## src/rtl/cpu_clock_controller.sv

```systemverilog
// Clock-enable sequencer for the 4-bit CPU: free-run at a selectable rate,
// debounced single-step from a push button, and a sticky halt from the CPU.
module cpu_clock_controller #(
    parameter logic [27:0] DIV0     = 28'd50000000,
    parameter logic [27:0] DIV1     = 28'd5000000,
    parameter logic [27:0] DIV2     = 28'd2500000,
    parameter logic [27:0] DIV3     = 28'd50,
    parameter logic [19:0] DEBOUNCE = 20'd500000
) (
    input  logic        clk_in,
    input  logic        rst_n,
    input  logic        run_sw,
    input  logic        step_btn,
    input  logic        halt,
    input  logic [1:0]  div_sel,
    output logic        cpu_ce,
    output logic        clk_view,
    output logic [1:0]  state,
    output logic [15:0] cycle_count
);

    typedef enum logic [1:0] {
        S_IDLE   = 2'b00,
        S_RUN    = 2'b01,
        S_STEP   = 2'b10,
        S_HALTED = 2'b11
    } state_t;

    state_t      state_reg, state_next;
    logic [1:0]  run_sync_reg, run_sync_next;
    logic [2:0]  step_sync_reg, step_sync_next;
    logic [19:0] lockout_reg, lockout_next;
    logic        step_acc_reg, step_acc_next;
    logic [27:0] presc_reg, presc_next;
    logic [27:0] div_q_reg, div_q_next;
    logic [27:0] div_sel_value;
    logic        cpu_ce_reg, ce_next;
    logic        clk_view_reg;
    logic [15:0] cycle_count_reg;
    logic        run_s, step_edge, terminal;

    // Synchroniser chains: stage 0 samples the raw pin, later stages shift.
    genvar gi;
    generate
        for (gi = 0; gi < 2; gi++) begin : g_run_sync
            if (gi == 0) begin : g_first
                assign run_sync_next[gi] = run_sw;
            end else begin : g_rest
                assign run_sync_next[gi] = run_sync_reg[gi-1];
            end
        end
        for (gi = 0; gi < 3; gi++) begin : g_step_sync
            if (gi == 0) begin : g_first
                assign step_sync_next[gi] = step_btn;
            end else begin : g_rest
                assign step_sync_next[gi] = step_sync_reg[gi-1];
            end
        end
    endgenerate

    assign run_s     = run_sync_reg[1];
    assign step_edge = step_sync_reg[1] & ~step_sync_reg[2];
    assign terminal  = (div_q_reg <= 28'd1) || (presc_reg == div_q_reg - 28'd1);

    always_comb begin
        case (div_sel)
            2'd0:    div_sel_value = DIV0;
            2'd1:    div_sel_value = DIV1;
            2'd2:    div_sel_value = DIV2;
            default: div_sel_value = DIV3;
        endcase
    end

    // Edges are consumed whether or not accepted, so presses never queue.
    always_comb begin
        step_acc_next = step_edge && (lockout_reg == 20'd0);
        lockout_next  = lockout_reg;
        if (step_acc_next) begin
            lockout_next = DEBOUNCE - 20'd1;
        end else if (lockout_reg != 20'd0) begin
            lockout_next = lockout_reg - 20'd1;
        end
    end

    always_comb begin
        state_next = state_reg;
        ce_next    = 1'b0;
        presc_next = 28'd0;
        div_q_next = div_q_reg;
        case (state_reg)
            S_IDLE: begin
                div_q_next = div_sel_value;
                if (run_s) begin
                    state_next = S_RUN;
                end else if (step_acc_reg) begin
                    state_next = S_STEP;
                end
            end
            S_RUN: begin
                if (terminal) begin
                    div_q_next = div_sel_value;
                    ce_next    = ~halt;
                end else begin
                    presc_next = presc_reg + 28'd1;
                end
                if (halt) begin
                    state_next = S_HALTED;
                end else if (!run_s) begin
                    state_next = S_IDLE;
                end
            end
            S_STEP: begin
                if (halt) begin
                    state_next = S_HALTED;
                end else begin
                    ce_next    = 1'b1;
                    state_next = S_IDLE;
                end
            end
            default: state_next = S_HALTED;
        endcase
    end

    always_ff @(posedge clk_in) begin
        if (!rst_n) begin
            state_reg       <= S_IDLE;
            run_sync_reg    <= 2'b00;
            step_sync_reg   <= 3'b000;
            lockout_reg     <= 20'd0;
            step_acc_reg    <= 1'b0;
            presc_reg       <= 28'd0;
            div_q_reg       <= DIV0;
            cpu_ce_reg      <= 1'b0;
            clk_view_reg    <= 1'b0;
            cycle_count_reg <= 16'd0;
        end else begin
            state_reg     <= state_next;
            run_sync_reg  <= run_sync_next;
            step_sync_reg <= step_sync_next;
            lockout_reg   <= lockout_next;
            step_acc_reg  <= step_acc_next;
            presc_reg     <= presc_next;
            div_q_reg     <= div_q_next;
            cpu_ce_reg    <= ce_next;
            if (ce_next) begin
                clk_view_reg <= ~clk_view_reg;
                if (cycle_count_reg != 16'hFFFF) begin
                    cycle_count_reg <= cycle_count_reg + 16'd1;
                end
            end
        end
    end

    assign cpu_ce      = cpu_ce_reg;
    assign clk_view    = clk_view_reg;
    assign state       = state_reg;
    assign cycle_count = cycle_count_reg;

endmodule

```

## config.mk

```make
export PLATFORM = sky130hd
export DESIGN_NAME = cpu_clock_controller
export DESIGN_NICKNAME = d
export VERILOG_FILES = /design/src/rtl/cpu_clock_controller.sv
export SDC_FILE = /design/constraint.sdc
export NUM_CORES = 1
export LEC_CHECK = 0
export BUFFER_PORTS_ARGS = -buffer_cell sky130_fd_sc_hd__clkbuf_2
export CAP_MARGIN = 20
export CORE_ASPECT_RATIO = 2
export CORE_MARGIN = 3
export CORE_UTILIZATION = 40
export CTS_CLUSTER_DIAMETER = 150
export DETAILED_ROUTE_END_ITERATION = 10
export MAX_ROUTING_LAYER = met4
export SYNTH_ARGS = -nofsm -noshare
export SYNTH_HDL_FRONTEND = slang
export SYNTH_SLANG_ARGS = --single-unit
export TNS_END_PERCENT = 5
```

## constraint.sdc

```tcl
create_clock -name clk_in -period 7.5 [get_ports clk_in]
set_input_delay 1.125 -clock clk_in [delete_from_list [all_inputs] [get_ports clk_in]]
set_output_delay 1.125 -clock clk_in [all_outputs]
set_load 0.005 [all_outputs]
```

==> results.cfg <==
[status]
status = finished clean

[yosys]
synth_edf_count = 0
syn-cell-area_sq_um = 4490
synth_ff_type = dfxtp_1
syn_area_per_cell_sq_um = 8.30
syn_inst = 541
netlist_top_cells_count = dfxtp_1 (82), nor2_1 (76), nand2_1 (30)
synth.most_common_cell = dfxtp_1
synthArstFlopShare_pct = 0
synth-seq-cells = 82
ys_top_cells_by_area = dfxtp_1 (37%), nor2_1 (6.4%), xnor2_1 (4.5%), xor2_1 (4.3%), ha_1 (3.9%)
synth.yosys.seq_area_share_pct = 36.6
synth.distinct_cells = 65
yosys_warnings = 0
synth.largest_area_cell = dfxtp_1
synth_top_area_share_pct = 36.6
synth.net_count = 562

[clock_tree]
cts_buffers = 9
htreeDepth = 3
cts_setup_buffers = 0
cts.repair.resized = 0
clock-sinks = 82
clk_path_buf_depth = 2
cts_tree = built
clkLatencyLatePin_ns = 0.34
cts_hold_buf = 0
root_buffer = clkbuf_16
clkTransAtPathRegs_ns = 0.07

[power]
pwr-share-clk_pct = 27.6
power_switching_mw = 0.695
seq_power_share_pct = 35.0
p_leak_nw = 1.82
sw_frac_of_total_pct = 39.2
peakVddDrop_uv = 308
p_per_area_nw_per_um2 = 351
intPower_mw = 1.08
p_comb_share_pct = 37.4

[sta]
tightest_slew_ns = 0.988
finalHoldViolCount = 0
rsz0062_at_grt = false
fin_crit_sh_pct = 53.0
tns_ns = 0
period_minus_slack_ns = 3.98
slew_viol_final = 0
setup_violations = 0
relSlewSlack_pct = 33.7
finClkSkew_ns = 0.0109
fmax_mhz = 251

[floorplan]
std_cell_rows = 54
dieArea_sq_um = 12600
die_h_um = 156
coreArea_sq_um = 10900
io_pins = 27
start_util_pct = 41.0
die_w_um = 80.9

[final_layout]
register_area_sq_um = 1640
stdcell_count = 704
fillCellCount = 1134
nets = 580
largest_reg_flops = 28
multi_input_area_sq_um = 2670
drive_above_1_share_pct = 10.3
area_growth_pct = 12.5
diodes = 0

[critical_path]
slowest_stage = or4b_4
cp-start-kind = flop
critPathArrivalTime_ns = 4.23
critPathMaxFanout = 26
critPathKind = flop to flop
r2r_slack_ns = 3.52
cp_top_family = simple AND/OR/NAND/NOR gates
cp.buffers_inverters = 2
path_cells = inv_1 > ha_1 > or4b_4 > nor4_1 > mux2_2 > a2111oi_0 > nand4_1 > a2bb2oi_1 > buf_4 > or4_1 > a21oi_1
slowest_delay_ns = 0.50
critPathRequiredTime_ns = 7.75
setup.worst_path.end_class = flop

[place]
gp_congestion = 0.891
dp_hpwl_um = 8620
port_buffers = 26
dp_cells = 687

[global_route]
antenna_found_initial = 0
track_usage_pct = 19.8
overflow = 0
grt_pass1_vias = 3942
grt_pass1_wl_um = 18900
grt_max_degree = 35

[route]
drt_iter0_drc = 275
wl_per_cell_um = 16.0
drt_wl_total_um = 11300
antenna_left = 0
route.detailed.drc = 0
drtPass1Iterations = 4
viasPerCell = 5.68
dr_total_vias = 4001

[flow_run]
max_cap_viol_count = 0

[hold_path]
hold_class = flop to flop
placed cells by master, fill, tap and decap left out, drive strengths merged, types with 14 or more instances in the layout:
master | synthesis | final
nor3 | 23 | 23
xor2 | 22 | 22
clkbuf | 15 | 35
ha | 14 | 14
a21oi | 24 | 24
xnor2 | 23 | 23
nand3 | 19 | 19
o21ai | 16 | 16
nand2 | 30 | 30
inv | 21 | 25
nor2 | 76 | 76
dfxtp | 82 | 82
per-stage QoR:
stage               hold WS, ns  worst slack [ns]  power [mW]  util, %  area, sq um
finish                    0.437              3.52        1.77     46.1         5050
detailed placement        0.428              3.36        1.28     43.0         4710
floorplan                 0.412              3.98        1.13        -         4490
global placement          0.417              3.54        1.27     43.0         4710
CTS                       0.444              3.35        1.78     46.1         5040
global route              0.459              3.27        1.90     46.1         5050
final cells by class:
cell class	count	area share, %
Clock buffer	9	4.46
Clock inverter	7	2.08
Inverter	22	1.64
Multi-Input combinational cell	415	52.8
Sequential cell	82	32.5
Tap cell	140	3.47
Timing Repair Buffer	29	3.02
logic make-up (layout without fill, tap and decap cells):
kind of cell | Yosys count | after routing | synth area share, %
buf+inv | 44 | 67 | 3.99
fa+ha+maj | 14 | 14 | 3.90
simple gates | 250 | 250 | 29.7
mux | 6 | 6 | 1.37
xor+xnor | 45 | 45 | 8.78
compound gates | 100 | 100 | 15.7
flops | 82 | 82 | 36.6
worst paths after layout:
check | startpoint | to | cells after the start
setup reg to reg | div_q_reg[4]$_SDFFE_PN0P_ | cycle_count[11]$_SDFFE_PN0P_ | 11
hold / removal | step_sync_reg[0]$_SDFF_PN0_ | step_sync_reg[1]$_SDFF_PN0_ | 1
setup / recovery | div_q_reg[4]$_SDFFE_PN0P_ | cycle_count[11]$_SDFFE_PN0P_ | 11
hold reg to reg | step_sync_reg[0]$_SDFF_PN0_ | step_sync_reg[1]$_SDFF_PN0_ | 1
layer usage:
| layer | GRT usage, % | share of wire [%] | vias to the layer above |
|---|---|---|---|
| li1 | - | - | 1996 |
| met1 | 19.9 | 39 | 1875 |
| met2 | 33.8 | 52 | 84 |
| met3 | 3.53 | 2.4 | 46 |
| met4 | 13.4 | 6.7 | 0 |
| met5 | - | 0 | - |
power groups by stage:
stage	Clock (mW)	Combinational [mW]	Sequential (mW)
6_report	0.490	0.664	0.620
3_5_place_dp	0	0.656	0.628
2_1_floorplan	0	0.553	0.575
5_1_grt	0.520	0.744	0.636
3_3_place_gp	0	0.646	0.625
4_1_cts	0.502	0.659	0.619
No activity file was read; power rests on OpenSTA's default activity.
